**src/rtl/render_pkg.sv**
```systemverilog
// Shared render types and constants: Q8.8 scalars, vertex vectors and the
// triangle sequencer state encoding.
package render_pkg;

  localparam logic [15:0] ONE           = 16'h0100;
  localparam int          VERTS_PER_TRI = 3;
  localparam int          WORDS_PER_TRI = 9;

  // [0]=x [1]=y [2]=z [3]=w
  typedef logic [3:0][15:0] vec4_t;
  // [0]=x [1]=y
  typedef logic [1:0][15:0] vec2_t;

  typedef enum logic [2:0] {
    IDLE   = 3'd0,
    FETCH  = 3'd1,
    SETTLE = 3'd2,
    OUTPUT = 3'd3,
    DONE   = 3'd4
  } seq_state_t;

endpackage

```
**src/rtl/triangle_sequencer_if.sv**
```systemverilog
// Vertex RAM read port plus the screen-space triangle handshake toward the
// rasterizer. master = sequencer side, slave = RAM/rasterizer side.
interface triangle_sequencer_if #(
  parameter int ADDR_W = 16
);
  import render_pkg::*;

  logic [ADDR_W-1:0] mem_addr;
  logic              mem_rd;
  logic [15:0]       mem_rdata;

  logic              out_valid;
  logic              out_ready;
  vec2_t             out_V1;
  vec2_t             out_V2;
  vec2_t             out_V3;

  modport master (
    output mem_addr, mem_rd, out_valid, out_V1, out_V2, out_V3,
    input  mem_rdata, out_ready
  );

  modport slave (
    input  mem_addr, mem_rd, out_valid, out_V1, out_V2, out_V3,
    output mem_rdata, out_ready
  );

endinterface

```
**src/rtl/triangle_sequencer.sv**
```systemverilog
// Walks a triangle list in vertex RAM, feeds each triangle to the external
// transform datapath, waits for it to settle and hands the result downstream.
module triangle_sequencer
  import render_pkg::*;
#(
  parameter int ADDR_W        = 16,
  parameter int CNT_W         = 12,
  parameter int SETTLE_CYCLES = 4
) (
  input  logic                 Clk,
  input  logic                 Reset,
  input  logic                 start,
  input  logic [ADDR_W-1:0]    base_addr,
  input  logic [CNT_W-1:0]     tri_count,
  triangle_sequencer_if.master bus,
  output vec4_t                vertex_a,
  output vec4_t                vertex_b,
  output vec4_t                vertex_c,
  input  vec2_t                V1_in,
  input  vec2_t                V2_in,
  input  vec2_t                V3_in,
  output logic                 busy,
  output logic                 done
);

  localparam int SET_W = (SETTLE_CYCLES > 1) ? $clog2(SETTLE_CYCLES) : 1;
  localparam logic [3:0]       K_LAST_RD  = 4'(WORDS_PER_TRI - 1);
  localparam logic [3:0]       K_LAST     = 4'(WORDS_PER_TRI);
  localparam logic [SET_W-1:0] SET_LAST   = SET_W'(SETTLE_CYCLES - 1);
  localparam logic [ADDR_W-1:0] TRI_STRIDE = ADDR_W'(WORDS_PER_TRI);

  seq_state_t        state_reg;
  logic [ADDR_W-1:0] addr_reg;
  logic [ADDR_W-1:0] tri_base_reg;
  logic [CNT_W-1:0]  tri_idx_reg;
  logic [CNT_W-1:0]  count_reg;
  logic [3:0]        k_reg;
  logic [SET_W-1:0]  settle_reg;
  logic [15:0]       word_reg [WORDS_PER_TRI];
  vec2_t             out_v1_reg;
  vec2_t             out_v2_reg;
  vec2_t             out_v3_reg;

  logic last_tri;
  assign last_tri = (tri_idx_reg == count_reg - CNT_W'(1));

  always_ff @(posedge Clk) begin
    if (Reset) begin
      state_reg    <= IDLE;
      addr_reg     <= '0;
      tri_base_reg <= '0;
      tri_idx_reg  <= '0;
      count_reg    <= '0;
      k_reg        <= '0;
      settle_reg   <= '0;
      out_v1_reg   <= '0;
      out_v2_reg   <= '0;
      out_v3_reg   <= '0;
    end else begin
      case (state_reg)
        IDLE: begin
          if (start) begin
            tri_base_reg <= base_addr;
            addr_reg     <= base_addr;
            count_reg    <= tri_count;
            tri_idx_reg  <= '0;
            k_reg        <= '0;
            state_reg    <= (tri_count == '0) ? DONE : FETCH;
          end
        end
        FETCH: begin
          // Address leads the data by one cycle; it stops at the last word.
          if (k_reg < K_LAST_RD) addr_reg <= addr_reg + ADDR_W'(1);
          if (k_reg == K_LAST) begin
            k_reg      <= '0;
            settle_reg <= '0;
            state_reg  <= SETTLE;
          end else begin
            k_reg <= k_reg + 4'd1;
          end
        end
        SETTLE: begin
          if (settle_reg == SET_LAST) begin
            out_v1_reg <= V1_in;
            out_v2_reg <= V2_in;
            out_v3_reg <= V3_in;
            state_reg  <= OUTPUT;
          end else begin
            settle_reg <= settle_reg + SET_W'(1);
          end
        end
        OUTPUT: begin
          if (bus.out_ready) begin
            if (last_tri) begin
              state_reg <= DONE;
            end else begin
              tri_idx_reg  <= tri_idx_reg + CNT_W'(1);
              tri_base_reg <= tri_base_reg + TRI_STRIDE;
              addr_reg     <= tri_base_reg + TRI_STRIDE;
              k_reg        <= '0;
              state_reg    <= FETCH;
            end
          end
        end
        DONE:    state_reg <= IDLE;
        default: state_reg <= IDLE;
      endcase
    end
  end

  // RAM data for word k-1 arrives while the counter shows k.
  always_ff @(posedge Clk) begin
    if (Reset) begin
      for (int i = 0; i < WORDS_PER_TRI; i++) word_reg[i] <= '0;
    end else if (state_reg == FETCH) begin
      for (int i = 0; i < WORDS_PER_TRI; i++) begin
        if (k_reg == 4'(i + 1)) word_reg[i] <= bus.mem_rdata;
      end
    end
  end

  genvar gi;
  generate
    for (gi = 0; gi < 3; gi++) begin : g_comp
      assign vertex_a[gi] = word_reg[gi];
      assign vertex_b[gi] = word_reg[3 + gi];
      assign vertex_c[gi] = word_reg[6 + gi];
    end
  endgenerate

  assign vertex_a[3] = ONE;
  assign vertex_b[3] = ONE;
  assign vertex_c[3] = ONE;

  assign bus.mem_addr  = addr_reg;
  assign bus.mem_rd    = (state_reg == FETCH) && (k_reg != K_LAST);
  assign bus.out_valid = (state_reg == OUTPUT);
  assign bus.out_V1    = out_v1_reg;
  assign bus.out_V2    = out_v2_reg;
  assign bus.out_V3    = out_v3_reg;
  assign busy          = (state_reg != IDLE);
  assign done          = (state_reg == DONE);

endmodule

```
**src/flat_wrapper.sv**
```systemverilog
// flat-port wrapper written by rule: the top's interface ports become plain ports
module triangle_sequencer_flat import render_pkg::*;
#(
  parameter int ADDR_W        = 16,
  parameter int CNT_W         = 12,
  parameter int SETTLE_CYCLES = 4
)
  (Clk, Reset, start, base_addr, tri_count, vertex_a, vertex_b, vertex_c, V1_in, V2_in, V3_in, busy, done, bus_mem_addr, bus_mem_rd, bus_out_valid, bus_out_V1, bus_out_V2, bus_out_V3, bus_mem_rdata, bus_out_ready);
  triangle_sequencer_if #(.ADDR_W(ADDR_W)) bus_i ();
  input  logic Clk;
  input  logic Reset;
  input  logic start;
  input  logic [ADDR_W-1:0] base_addr;
  input  logic [CNT_W-1:0] tri_count;
  output vec4_t vertex_a;
  output vec4_t vertex_b;
  output vec4_t vertex_c;
  input  vec2_t V1_in;
  input  vec2_t V2_in;
  input  vec2_t V3_in;
  output logic busy;
  output logic done;
  output wire logic [$bits(bus_i.mem_addr)-1:0] bus_mem_addr;
  output wire logic [$bits(bus_i.mem_rd)-1:0] bus_mem_rd;
  output wire logic [$bits(bus_i.out_valid)-1:0] bus_out_valid;
  output wire logic [$bits(bus_i.out_V1)-1:0] bus_out_V1;
  output wire logic [$bits(bus_i.out_V2)-1:0] bus_out_V2;
  output wire logic [$bits(bus_i.out_V3)-1:0] bus_out_V3;
  input wire logic [$bits(bus_i.mem_rdata)-1:0] bus_mem_rdata;
  input wire logic [$bits(bus_i.out_ready)-1:0] bus_out_ready;
  assign bus_mem_addr = bus_i.mem_addr;
  assign bus_mem_rd = bus_i.mem_rd;
  assign bus_out_valid = bus_i.out_valid;
  assign bus_out_V1 = bus_i.out_V1;
  assign bus_out_V2 = bus_i.out_V2;
  assign bus_out_V3 = bus_i.out_V3;
  assign bus_i.mem_rdata = bus_mem_rdata;
  assign bus_i.out_ready = bus_out_ready;
  triangle_sequencer #(.ADDR_W(ADDR_W), .CNT_W(CNT_W), .SETTLE_CYCLES(SETTLE_CYCLES)) u_core (.Clk(Clk), .Reset(Reset), .start(start), .base_addr(base_addr), .tri_count(tri_count), .bus(bus_i), .vertex_a(vertex_a), .vertex_b(vertex_b), .vertex_c(vertex_c), .V1_in(V1_in), .V2_in(V2_in), .V3_in(V3_in), .busy(busy), .done(done));
endmodule
```
**config.mk**
```make
export PLATFORM = sky130hd
export DESIGN_NAME = triangle_sequencer_flat
export DESIGN_NICKNAME = d
export VERILOG_FILES = /design/src/rtl/render_pkg.sv /design/src/rtl/triangle_sequencer_if.sv /design/src/rtl/triangle_sequencer.sv /design/src/flat_wrapper.sv
export SDC_FILE = /design/constraint.sdc
export NUM_CORES = 1
export LEC_CHECK = 0
export ABC_AREA = 1
export CORE_AREA = 2 2 177 179
export CTS_CLUSTER_DIAMETER = 80
export DETAILED_ROUTE_END_ITERATION = 7
export DIE_AREA = 0 0 179 181
export PLACE_DENSITY = 0.76
export SYNTH_ARGS = -nofsm -noshare
export SYNTH_HDL_FRONTEND = slang
export SYNTH_SLANG_ARGS = --single-unit
```
**constraint.sdc**
```tcl
create_clock -name Clk -period 3.8 [get_ports Clk]
set_input_delay 0.76 -clock Clk [delete_from_list [all_inputs] [get_ports Clk]]
set_output_delay 0.76 -clock Clk [all_outputs]
set_load 0.05 [all_outputs]
```
## After elaboration in Yosys (flattened, before gate mapping)

Memories as Yosys holds them, arrays and structs flattened.
Index checks and enable logic that the tools add are counted.
W data, S select, Z words.

| storage, ports and cells | value |
|---|---|
| register bits after elaboration | 161 |
| RAM bits | 144 |
| input port bits | 144 |
| output and inout port bits | 308 |
| logic and storage cells | 139 |
| memories kept | 1 |

Memory list:

| name | depth | width | read ports | clocked after memory_dff | wr ports | RTL line | text |
|---|---|---|---|---|---|---|---|
| u_core.word_reg | 9 | 16 | 9 | 0 | 9 | triangle_sequencer.sv:39 | `logic [15:0] word_reg [WORDS_PER_TRI];` |

| cells by class | value |
|---|---|
| $add $sub $neg | 6 |
| order comparisons | 1 |
| equality and inequality tests | 23 |
| muxes and demuxes | 72 |
| bitwise gates (word level) | 9 |
| reductions and logical operators | 14 |

Operator list:

| kind | number |
|---|---|
| $mux W16 | 13 |
| $pmux W16 S3 | 1 |
| $mux W1 | 38 |
| $mux W12 | 3 |
| $pmux W16 S2 | 1 |
| $pmux W12 S2 | 1 |
| $mux W3 | 6 |
| $add A16 B1 Y16 const B | 1 |
| $add A16 B4 Y16 const B | 1 |
| $eq A4 B3 Y1 const B | 4 |
| $mux W4 | 4 |
| $add A12 B1 Y12 const B | 1 |
| $eq A12 B12 Y1 | 1 |
| $logic_not A12 Y1 | 1 |
| $pmux W3 S4 | 1 |
| $pmux W4 S3 | 1 |
| $reduce_and A4 Y1 | 3 |
| $sub A12 B1 Y12 const B | 1 |
| $or A1 B1 Y1 | 9 |
| $eq A4 B2 Y1 const B | 2 |
| $eq A4 B4 Y1 const B | 2 |
| $ne A2 B1 Y1 const B | 4 |
| $eq A3 B2 Y1 const B | 2 |
| $ne A2 B2 Y1 const B | 3 |
| other kinds (17) | 21 |

## Longest topological paths before layout

| logic depth | value |
|---|---|
| depth after elaboration | 6 |
| gate-level depth with buffers | 18 |
| depth with buffers taken out | 18 |

## Worst setup path before layout

OpenSTA, ideal clock, no wires.

| timing | value |
|---|---|
| path kind | input-to-reg |
| start | in Reset |
| end | mem u_core.word_reg[0][0], enable pin |
| library setup time | 0.411 ns |
| data arrival time | 2.406 ns |
| data required time | 3.389 ns |
| setup slack | 0.982 ns |
| stages | 4 |
| buffers on the path | 1 |
| cell sequence | buf_4 -> nor3_1 -> nand3_1 -> o21ai_0 |

RTL lines:

| item | RTL line | text |
|---|---|---|
| from (decl) | flat_wrapper.sv:11 | `input logic Reset;` |
| to (decl) | triangle_sequencer.sv:39 |  |

## Worst setup path after layout

| timing | value |
|---|---|
| start | reg u_core.state_reg[0] |
| end | out bus_mem_rd |

| on the way | value |
|---|---|
| cells in the longest elaborated chain, start to end | 2 |

RTL lines:

| item | RTL line | text |
|---|---|---|
| from (decl) | triangle_sequencer.sv:32 | `seq_state_t state_reg;` |
| from (signal assigned) | triangle_sequencer.sv:68 | `state_reg <= (tri_count == '0) ? DONE : FETCH;` |
| $eq A3 B1 Y1 | triangle_sequencer.sv:136 | `assign bus.mem_rd = (state_reg == FETCH) && (k_reg != K_LAST);` |
| $logic_and A1 B1 Y1 | triangle_sequencer.sv:136 |  |
| to (decl) | flat_wrapper.sv:24 | `output wire logic [$bits(bus_i.mem_rd)-1:0] bus_mem_rd;` |

Every way passes these cells.

==> out/results.ini <==
[final_layout]
largest_reg_flops=144
nets=1903
final_core_util_pct=59.00
final-instance-count-excl-fill=2174
drive_above_1_share_pct=8.886
area_growth_pct=39.15
n_antenna_cell=0
final_common_cell=clkdlybuf4s50_1
final_cell_mix=clkdlybuf4s50_1, nor2_1, nand2_1

[global_routing]
grt.total_usage_pct=22.37
grt_use_met2_pct=37.83
grt_pass1_wl_mm=56.77
use_met3_pct=5.598
antenna_found_initial=1
overflow=0
grtUsageMet1_pct=27.63
grt_pass1_vias=10263
grt_max_degree=117
top_usage_layer=met2

[critical_path]
path_class=register to primary output
crit_path_end_kind=primary output
cp_data_required_time_ns=3.04
start_kind=register
worstPathArrival_ns=2.84
cp-startpoint=u_core.state_reg[0]$_SDFFE_PP0P_
worstPathMaxFanout=10
reg2reg_from=u_core.state_reg[0]$_SDFFE_PP0P_

[place]
dp.cells=2117
gp_congestion=0.8985
io_buffers=403
dp_hpwl_mm=26.42

[drt]
wirelength_mm=37.31
drcViolationCount=0
viasPerCell=4.992
wl_per_cell_um=17.16
dr.first_iter.drc_count=963
firstDrtPassIters=6
postRouteAntennaNets=0
routed-via-count=10853

[die]
die_area_mm2=0.03240
io_pins=452
coreArea_mm2=0.03035
initial_core_util_pct=42.40
die_h_um=181
die_w_um=179
rows=64

[synthesis]
synth_seq_cells=305
yosysWarnings=0
synth.largest_area_cell=edfxtp_1
synth.cell_area_mm2=0.01287
synth_cells=1372
ys.flop_type=dfxtp_1
avgSynthCellArea_um2=9.379
seq_area_frac_synth_pct=58.65
synth_top_area_share_pct=33.60
synth_edf_count=144
ys_top_cells_by_area=edfxtp_1, dfxtp_1, nor2_1
ys_types=50
async_flop_share_pct=0

[cts]
cts-root-buf=clkbuf_16
cts_resized=0
clockBufferDepth=3
cts_made_buffers=31
cts.clk_slew.worst_paths_ns=0.06
clk_latency_ns=0.55
postCtsSetupBuffers=0
cts_tree=yes
clock-sinks=305
cts_hold_buf=0
htree_levels=1

[power]
total_leakage_power_nw=7.126
p_switching_mw=3.585
p_sw_share_pct=36.25
vdd_drop_max_v=0.0003537
clkPwrFrac_pct=29.4
power_frac_seq_pct=40.9
p_comb_share_pct=29.8
p_per_area_mw_per_mm2=552.3
p_int_mw=6.305

[min_path]
hold_path_class=register to register
hold_start=u_core.tri_base_reg[15]$_SDFFE_PP0P_

[sta]
holdWs_ns=0.4795
clock_skew_ns=0.007443
finalHoldViolations=0
slew_headroom_pct=26.73
tns_ns=0
rsz0062_at_grt=false
drv_slew=0
fmax_mhz=277.4
worstMarginPinSlew_ns=1.099
setup_viol=0
post-route-period-util_pct=94.86
finalCriticalPeriod_ns=3.605

[outcome]
status=complete, no violations

[job]
maxCapViolCount=0

[Yosys cell counts, drive strengths merged, types with 4 or more instances]
cell,count
a21o,5
a21oi,62
buf,69
clkbuf,41
dfxtp,161
edfxtp,144
ha,5
inv,90
nand2,186
nand3,78
nand3b,5
nand4,10
nor2,308
nor3,25
nor4,4
o21ai,135
or2,4
xnor2,5
xor2,12
[worst max-delay path: stages (launching register included)]
cell,delay [ns]
dfxtp_1,0.47
inv_2,0.07
nor2_1,0.50
nand2_1,0.19
inv_1,0.22
clkdlybuf4s50_1,0.84
[area by class of cell]
type | count | area, µm²
multi-input cells | 912 | 4439
repair buffers | 413 | 4104
clock buffers | 33 | 783.3
inverters | 91 | 350.3
well taps | 396 | 495.5
fillers | 2582 | 12440
clock inverters | 24 | 187.7
flip-flops and latches | 305 | 7547
[power groups by stage]
stage,combinational (mW),sequential [mW],clock (mW)
2_1_floorplan,1.72,4.62,0
3_3_place_gp,2.90,4.10,0
3_5_place_dp,2.93,4.10,0
4_1_cts,2.94,4.03,2.97
5_1_grt,3.18,4.07,3.10
6_report,2.94,4.04,2.91
[per-layer routing]
metal  share of wire [%]  wire [µm]
met2                  48      17780
met1                  39      14710
met3                 9.4       3497
met4                 3.5       1315
met5               0.035         13
[cell families after synthesis]
family / synth area share [%]
mux: 0.07779
compound gates: 9.703
buf+inv: 8.313
fa+ha+maj: 0.4861
simple gates: 21.56
xor+xnor: 1.157
other cells: 0.05836
flops: 58.65
[final timing paths]
kind / endpoint / slack [ns] / cells after the start
max: bus_mem_rd / 0.20 / 5
min: u_core.tri_base_reg[15]$_SDFFE_PP0P_ / 0.48 / 2
max reg2reg: u_core.word_reg[0][10]$_DFFE_PP_ / 0.80 / 9
min reg2reg: u_core.tri_base_reg[15]$_SDFFE_PP0P_ / 0.48 / 2
[per-stage QoR]
step                      worst slack (ns)  area, µm²  power [mW]
final                               0.1955      17910       9.890
after global routing               0.05646      17910       10.35
after CTS                           0.2011      17910       9.942
after detailed placement            0.7941      16940       7.030
after global placement              0.8780      16940       6.995
after floorplan                     0.9824      13040       6.339
Note: power is estimated with default switching activity, not from simulation.
